**config.mk**
```make
export PLATFORM = sky130hd
export DESIGN_NAME = alu_seq_ctrl_flat
export DESIGN_NICKNAME = d
export VERILOG_FILES = /design/src/rtl/alu_seq_ctrl_pkg.sv /design/src/rtl/alu_seq_ctrl_if.sv /design/src/rtl/alu_seq_ctrl_ref_model.sv /design/src/rtl/alu_seq_ctrl.sv /design/src/flat_wrapper.sv
export SDC_FILE = /design/constraint.sdc
export NUM_CORES = 1
export LEC_CHECK = 0
export BUFFER_PORTS_ARGS = -buffer_cell sky130_fd_sc_hd__buf_2
export CAP_MARGIN = 20
export CORE_UTILIZATION = 44
export CTS_BUF_LIST = sky130_fd_sc_hd__clkbuf_2
export DETAILED_ROUTE_END_ITERATION = 10
export PLACE_DENSITY = 0.75
export SLEW_MARGIN = 0
export SYNTH_ARGS = -nofsm -noshare
export SYNTH_HDL_FRONTEND = slang
export SYNTH_SLANG_ARGS = --single-unit
```
**constraint.sdc**
```tcl
create_clock -name clk -period 1.36 [get_ports clk]
set_input_delay 0.204 -clock clk [delete_from_list [all_inputs] [get_ports clk]]
set_output_delay 0.204 -clock clk [all_outputs]
set_load 0.05 [all_outputs]
```
**src/rtl/alu_seq_ctrl_pkg.sv**
```systemverilog
// Shared types for the ALU sequencer: request opcodes, ALU control codes,
// FSM states and the opcode-to-control decode.
package alu_seq_pkg;

    typedef enum logic [1:0] {
        OP_AND = 2'd0,
        OP_OR  = 2'd1,
        OP_ADD = 2'd2,
        OP_SUB = 2'd3
    } alu_op_e;

    localparam logic [2:0] ALU_CTRL_AND = 3'b000;
    localparam logic [2:0] ALU_CTRL_OR  = 3'b001;
    localparam logic [2:0] ALU_CTRL_ADD = 3'b010;
    localparam logic [2:0] ALU_CTRL_SUB = 3'b110;

    typedef enum logic [1:0] {
        S_IDLE,
        S_WAIT,
        S_RESP
    } alu_seq_state_e;

    function automatic logic [2:0] op_to_ctrl(input alu_op_e op);
        logic [2:0] ctrl;
        case (op)
            OP_AND:  ctrl = ALU_CTRL_AND;
            OP_OR:   ctrl = ALU_CTRL_OR;
            OP_ADD:  ctrl = ALU_CTRL_ADD;
            OP_SUB:  ctrl = ALU_CTRL_SUB;
            default: ctrl = ALU_CTRL_AND;
        endcase
        return ctrl;
    endfunction

endpackage

```
**src/rtl/alu_seq_ctrl_if.sv**
```systemverilog
// Request / ALU / response bundle for alu_seq_ctrl. The slave modport is the
// sequencer's view; master is the surrounding environment (source, ALU, sink).
interface alu_seq_ctrl_if #(
    parameter int W = 4
);
    logic         req_valid;
    logic         req_ready;
    logic [1:0]   req_op;
    logic [W-1:0] req_a;
    logic [W-1:0] req_b;
    logic [W-1:0] alu_a;
    logic [W-1:0] alu_b;
    logic [2:0]   alu_ctrl;
    logic [W-1:0] alu_result;
    logic         alu_zero;
    logic         rsp_valid;
    logic         rsp_ready;
    logic [W-1:0] rsp_result;
    logic         rsp_zero;
    logic [1:0]   rsp_op;
    logic         chk_err;

    modport slave (
        input  req_valid, req_op, req_a, req_b, alu_result, alu_zero, rsp_ready,
        output req_ready, alu_a, alu_b, alu_ctrl, rsp_valid, rsp_result,
               rsp_zero, rsp_op, chk_err
    );

    modport master (
        output req_valid, req_op, req_a, req_b, alu_result, alu_zero, rsp_ready,
        input  req_ready, alu_a, alu_b, alu_ctrl, rsp_valid, rsp_result,
               rsp_zero, rsp_op, chk_err
    );
endinterface

```
**src/rtl/alu_seq_ctrl_ref_model.sv**
```systemverilog
// Combinational expected-result model of the ALU, used for result checking
// when ALU_SEQ_CHECK_EN is defined.
module alu_seq_ref_model
    import alu_seq_pkg::*;
#(
    parameter int W = 4
) (
    input  logic [W-1:0] a_i,
    input  logic [W-1:0] b_i,
    input  alu_op_e      op_i,
    output logic [W-1:0] result_o,
    output logic         zero_o
);
    always_comb begin
        result_o = '0;
        case (op_i)
            OP_AND:  result_o = a_i & b_i;
            OP_OR:   result_o = a_i | b_i;
            OP_ADD:  result_o = a_i + b_i;
            OP_SUB:  result_o = a_i - b_i;
            default: result_o = '0;
        endcase
        zero_o = (result_o == '0);
    end
endmodule

```
**src/rtl/alu_seq_ctrl.sv**
```systemverilog
// Valid/ready sequencer in front of the combinational ALU: issue, settle, capture.
// Optional self-check of captured results is compiled in with ALU_SEQ_CHECK_EN.
module alu_seq_ctrl
    import alu_seq_pkg::*;
#(
    parameter int W             = 4,
    parameter int SETTLE_CYCLES = 1
) (
    input logic          clk,
    input logic          rst_n,
    alu_seq_ctrl_if.slave bus
);
    localparam logic [3:0] LAST_CNT = 4'(SETTLE_CYCLES - 1);

    alu_seq_state_e state_q;
    logic [3:0]     cnt_q;
    logic           ready_q;
    logic           rsp_valid_q;
    logic [W-1:0]   a_q;
    logic [W-1:0]   b_q;
    logic [2:0]     ctrl_q;
    alu_op_e        op_q;
    logic [W-1:0]   res_q;
    logic           zero_q;
    logic           capture;

    assign capture = (state_q == S_WAIT) && (cnt_q == LAST_CNT);

    // ready_q mirrors state==IDLE but stays low in reset and on the cycle of
    // retirement, so there is never a same-cycle retire/accept bypass.
    always_ff @(posedge clk or negedge rst_n) begin
        if (!rst_n) begin
            state_q     <= S_IDLE;
            cnt_q       <= '0;
            ready_q     <= 1'b0;
            rsp_valid_q <= 1'b0;
            a_q         <= '0;
            b_q         <= '0;
            ctrl_q      <= ALU_CTRL_AND;
            op_q        <= OP_AND;
            res_q       <= '0;
            zero_q      <= 1'b0;
        end else begin
            case (state_q)
                S_IDLE: begin
                    if (bus.req_valid && ready_q) begin
                        a_q     <= bus.req_a;
                        b_q     <= bus.req_b;
                        ctrl_q  <= op_to_ctrl(alu_op_e'(bus.req_op));
                        op_q    <= alu_op_e'(bus.req_op);
                        cnt_q   <= '0;
                        ready_q <= 1'b0;
                        state_q <= S_WAIT;
                    end else begin
                        ready_q <= 1'b1;
                    end
                end
                S_WAIT: begin
                    cnt_q <= cnt_q + 4'd1;
                    if (capture) begin
                        res_q       <= bus.alu_result;
                        zero_q      <= bus.alu_zero;
                        rsp_valid_q <= 1'b1;
                        state_q     <= S_RESP;
                    end
                end
                S_RESP: begin
                    if (rsp_valid_q && bus.rsp_ready) begin
                        rsp_valid_q <= 1'b0;
                        ready_q     <= 1'b1;
                        state_q     <= S_IDLE;
                    end
                end
                default: begin
                    state_q     <= S_IDLE;
                    ready_q     <= 1'b0;
                    rsp_valid_q <= 1'b0;
                end
            endcase
        end
    end

    assign bus.req_ready  = ready_q;
    assign bus.rsp_valid  = rsp_valid_q;
    assign bus.alu_a      = a_q;
    assign bus.alu_b      = b_q;
    assign bus.alu_ctrl   = ctrl_q;
    assign bus.rsp_result = res_q;
    assign bus.rsp_zero   = zero_q;
    assign bus.rsp_op     = op_q;

`ifdef ALU_SEQ_CHECK_EN
    logic [W-1:0] exp_res;
    logic         exp_zero;
    logic         chk_err_q;

    alu_seq_ref_model #(.W(W)) u_ref (
        .a_i      (a_q),
        .b_i      (b_q),
        .op_i     (op_q),
        .result_o (exp_res),
        .zero_o   (exp_zero)
    );

    always_ff @(posedge clk or negedge rst_n) begin
        if (!rst_n) begin
            chk_err_q <= 1'b0;
        end else if (capture && ((bus.alu_result != exp_res) || (bus.alu_zero != exp_zero))) begin
            chk_err_q <= 1'b1;
        end
    end

    assign bus.chk_err = chk_err_q;
`else
    assign bus.chk_err = 1'b0;
`endif

endmodule

```
**src/flat_wrapper.sv**
```systemverilog
// flat-port wrapper written by rule: the top's interface ports become plain ports
module alu_seq_ctrl_flat import alu_seq_pkg::*;
#(
    parameter int W             = 4,
    parameter int SETTLE_CYCLES = 1
)
  (clk, rst_n, bus_req_valid, bus_req_op, bus_req_a, bus_req_b, bus_alu_result, bus_alu_zero, bus_rsp_ready, bus_req_ready, bus_alu_a, bus_alu_b, bus_alu_ctrl, bus_rsp_valid, bus_rsp_result, bus_rsp_zero, bus_rsp_op, bus_chk_err);
  alu_seq_ctrl_if #(.W(W)) bus_i ();
  input logic clk;
  input logic rst_n;
  input wire logic [$bits(bus_i.req_valid)-1:0] bus_req_valid;
  input wire logic [$bits(bus_i.req_op)-1:0] bus_req_op;
  input wire logic [$bits(bus_i.req_a)-1:0] bus_req_a;
  input wire logic [$bits(bus_i.req_b)-1:0] bus_req_b;
  input wire logic [$bits(bus_i.alu_result)-1:0] bus_alu_result;
  input wire logic [$bits(bus_i.alu_zero)-1:0] bus_alu_zero;
  input wire logic [$bits(bus_i.rsp_ready)-1:0] bus_rsp_ready;
  output wire logic [$bits(bus_i.req_ready)-1:0] bus_req_ready;
  output wire logic [$bits(bus_i.alu_a)-1:0] bus_alu_a;
  output wire logic [$bits(bus_i.alu_b)-1:0] bus_alu_b;
  output wire logic [$bits(bus_i.alu_ctrl)-1:0] bus_alu_ctrl;
  output wire logic [$bits(bus_i.rsp_valid)-1:0] bus_rsp_valid;
  output wire logic [$bits(bus_i.rsp_result)-1:0] bus_rsp_result;
  output wire logic [$bits(bus_i.rsp_zero)-1:0] bus_rsp_zero;
  output wire logic [$bits(bus_i.rsp_op)-1:0] bus_rsp_op;
  output wire logic [$bits(bus_i.chk_err)-1:0] bus_chk_err;
  assign bus_i.req_valid = bus_req_valid;
  assign bus_i.req_op = bus_req_op;
  assign bus_i.req_a = bus_req_a;
  assign bus_i.req_b = bus_req_b;
  assign bus_i.alu_result = bus_alu_result;
  assign bus_i.alu_zero = bus_alu_zero;
  assign bus_i.rsp_ready = bus_rsp_ready;
  assign bus_req_ready = bus_i.req_ready;
  assign bus_alu_a = bus_i.alu_a;
  assign bus_alu_b = bus_i.alu_b;
  assign bus_alu_ctrl = bus_i.alu_ctrl;
  assign bus_rsp_valid = bus_i.rsp_valid;
  assign bus_rsp_result = bus_i.rsp_result;
  assign bus_rsp_zero = bus_i.rsp_zero;
  assign bus_rsp_op = bus_i.rsp_op;
  assign bus_chk_err = bus_i.chk_err;
  alu_seq_ctrl #(.W(W), .SETTLE_CYCLES(SETTLE_CYCLES)) u_core (.clk(clk), .rst_n(rst_n), .bus(bus_i));
endmodule
```
==> run_results.csv <==
group,metric,value,unit
outcome,status,"finished, violations left",
outcome,violations,"negative setup slack",
grt,grt_antenna_before_repair,0,
cts,clock_latency_on_the_worst_skew_pair,0.33,ns
final_layout,finalNetCount,179,
critical_path,critical_path.reg2reg.endpoint,"u_core.bus.rsp_result[0]",
synth,postSynthNetCount,127,
synth,synthMostInstantiatedCell,"nand2_1",
cts,clkSinkCount,26,
critical_path,cp_capture_type,"register",
synth,synth_enable_flop_cells,0,
synth,synth.cell_area,1140,um2
placed_design,port_buffers,38,
final_layout,ratio_of_cells_with_drive_above_1_in_the_final_layout,40.8,%
floorplan,die_w,52.9,um
grt,grt_usage,18.1,%
power_and_ir_drop,power.sequential.fraction,33.3,%
synth,postSynthCellCount,106,
cts,cts.root.buffer_cell,"clkbuf_2",
route,drtPass1Iterations,4,
grt,global_route_wire_length_before_repair,3600,um
synth,post-synth-top-area-fraction,57.1,%
sta,clock_skew_after_layout,0.00244,ns
cts,cts_buffer_depth,2,
sta,rsz0062_at_grt,"yes",
power_and_ir_drop,p_int,2.06,mW
grt,global_route.overflow_total,0,
final_layout,final_core_utilization,60.4,%
route,route.detailed.vias_per_inst,4.71,
floorplan,core-area,2450,um2
synth,synth_top_cell_by_area,"dfrtp_1",
sta,setup_viol_count_final,5,
final_layout,number_of_fillers_in_the_final_layout,223,
critical_path,cp_data_arrival_time,1.65,ns
sta,setup_ws,-0.0356,ns
floorplan,placement_row_count,18,
critical_path,timing.setup.critical_path_class,"reg2reg",
sta,tightest_slew,0.573,ns
sta,layout_min_cycle_time,1.40,ns
critical_path,element_type_at_the_critical_path_start,"register",
route,drtAntennaViolNets,0,
critical_path,path_max_fanout,6,
route,drtIter0Drc,5,
placed_design,gp_congestion,0.736,
synth,synth_area_per_cell,10.8,um2
power_and_ir_drop,power_leakage,0.817,nW
floorplan,fp.dieArea,2800,um2
cts,cts_buffers,3,
sta,timing.final.crit_share,103,%
min_path,min-delay-path-class,"in2reg",
synth,synth_top_cells_by_area,"dfrtp_1 (57%), nand2_1 (13%), mux2_4 (6.6%)",
cts,clock_pin_transition_on_the_worst_setup_and_hold_timing_paths,0.22,ns
route,drc,0,
critical_path,reg2regPathDepth,5,
grt,grt_pass1_vias,834,
sta,clock.fmax,717,MHz
synth,yosys_warnings,0,
synth,synthFlopType,"dfrtp_1",
critical_path,worstPathRequired,1.62,ns
power_and_ir_drop,swShare,50.6,%
critical_path,reg2reg_start,"u_core.cnt_q[1]",
final_layout,synthToLayoutAreaGrowth,30.2,%
route,vias,881,
route,drt-wirelength-per-cell,12.0,um
critical_path,critPathCapture,"u_core.bus.rsp_result[0]",
synth,synth_seq_area_share,57.1,%
synth,synth_cell_type_count,23,
floorplan,dieHeight,52.9,um
floorplan,starting_density_of_the_core,46.4,%
placed_design,dp_hpwl,1690,um
sta,fin_setup_tns,-0.130,ns
route,drt-total-wl,2250,um
power_and_ir_drop,vdd.ir_drop.worst,1.72,mV
floorplan,pin_count,40,
sta,final-hold-violation-count,0,
job,maxCapViolations,0,
sta,relSlewSlack,61.8,%
critical_path,cp-startpoint,"u_core.cnt_q[1]",
critical_path,regToRegSetupSlack,-0.04,ns
power_and_ir_drop,power.share.combinational,60.0,%
power_and_ir_drop,power.density_cell_area,2810,nW/um2
final_layout,diodes,0,
synth,synth_common_cells,"nand2_1 (39), dfrtp_1 (26), mux2_4 (5)",
power_and_ir_drop,clock_power_share,6.7,%
synth,ys_seq_elements,26,
sta,drv_slew,0,
synth,synth_async_sr_flop_share,100,%
power_and_ir_drop,total_switching_power,2.11,mW
cts,cts_max_level,1,
grt,grt_start_max_net_pins,27,
cts,cts_tree,"yes",
[cell families (layout without fill, tap and decap cells)]
group                      Yosys count  in the layout  synth area share (%)
other                                1              1                 0.329
xor gates and xnor gates             2              2                  1.54
DFF                                 26             26                  57.1
and+or+nand+nor                     56             56                  24.9
adders and majority gates            2              2                  2.20
muxes                                5              5                  6.59
buffers and inverters                6             57                  3.62
AOI/OAI and AO/OA                    8              8                  3.73
[layout by cell type (no fill, tap or decap), types with 2 or more instances in the layout]
cell type,n
nand2_1,39
buf_2,37
dfrtp_1,24
buf_4,9
mux2_4,5
o21ai_0,4
nand3_1,4
clkbuf_2,3
dlygate4sd3_1,3
nand3b_1,2
a21oi_1,2
or2b_1,2
xor2_1,2
nor2_1,2
ha_1,2
dfrtp_2,2
[worst max-delay path, stage by stage, from the launching register on]
cell and delay (ns):
dfrtp_1 0.44, inv_2 0.06, ha_1 0.13, nor3b_4 0.24, nand2_4 0.13, mux2_4 0.32
[how the worst min path moves through the flow]
stage                       from             endpoint  slack (ns)  cells past startpoint
floorplan                  rst_n  u_core.bus.alu_a[0]       -0.09                      0
global route        bus_req_a[0]  u_core.bus.alu_a[0]       0.007                      3
finish              bus_req_a[0]  u_core.bus.alu_a[0]        0.04                      3
global placement           rst_n  u_core.bus.alu_b[0]        0.22                      1
detailed placement         rst_n  u_core.bus.alu_b[2]        0.23                      1
CTS                 bus_req_a[3]  u_core.bus.alu_a[3]        0.02                      3
[layer usage]
metal,track usage (%),vias up,share of wire (%)
li1,-,441,-
met1,21.7,415,43
met2,32.3,23,52
met3,2.87,2,4.4
met4,6.58,0,0.84
met5,0,-,0
[registers in the layout, summed over array words and instances, names as in the netlist]
signal / count
u_core.bus.rsp_zero: 1
u_core.bus.rsp_result: 4
u_core.bus.rsp_op: 2
u_core.bus.alu_a: 4
u_core.bus.rsp_valid: 1
u_core.state_q: 2
u_core.bus.alu_b: 4
u_core.cnt_q: 4
u_core.bus.req_ready: 1
u_core.bus.alu_ctrl: 3
[stage by stage]
| stage | cells | cell area [um2] | power (mW) | hold WS [ns] | setup WS, ns |
|---|---|---|---|---|---|
| 2_1_floorplan | 106 | 1140 | 3.15 | -0.0916 | 0.0151 |
| 4_1_cts | 182 | 1430 | 4.10 | 0.0226 | -0.0367 |
| 6_report | 187 | 1480 | 4.17 | 0.0382 | -0.0356 |
| 3_5_place_dp | 175 | 1380 | 3.77 | 0.229 | -0.0198 |
| 5_1_grt | 187 | 1480 | 4.44 | 0.00734 | -0.110 |
| 3_3_place_gp | 175 | 1380 | 3.68 | 0.220 | 0.0398 |
[area by class of cell]
cell class | instances | area (um2) | share of cell area, %
sequential | 26 | 653 | 44.0
multi-input combinational | 74 | 457 | 30.8
timing repair buffer | 51 | 310 | 20.9
tap | 30 | 37.5 | 2.53
clock buffer | 3 | 15.0 | 1.01
inverter | 2 | 7.51 | 0.506
clock inverter | 1 | 3.75 | 0.253
[power groups by stage]
stage | sequential, mW | combinational (mW) | clock, mW
after global placement | 1.37 | 2.31 | 0
after detailed placement | 1.40 | 2.37 | 0
after floorplan | 2.36 | 0.797 | 0
after global routing | 1.44 | 2.67 | 0.328
final | 1.39 | 2.50 | 0.279
after CTS | 1.38 | 2.43 | 0.292
[what timing repair did]
| action | in CTS | in global routing |
|---|---|---|
| endpoints found under the hold margin | 26 | 2 |
| resized for setup | 0 | 6 |
| endpoints found under the setup margin | 5 | 20 |
| buffers inserted | 2 | 3 |
| hold buffers | 1 | 2 |
| pin swaps | 1 | 1 |
Note: power is estimated with default switching activity, not from simulation.
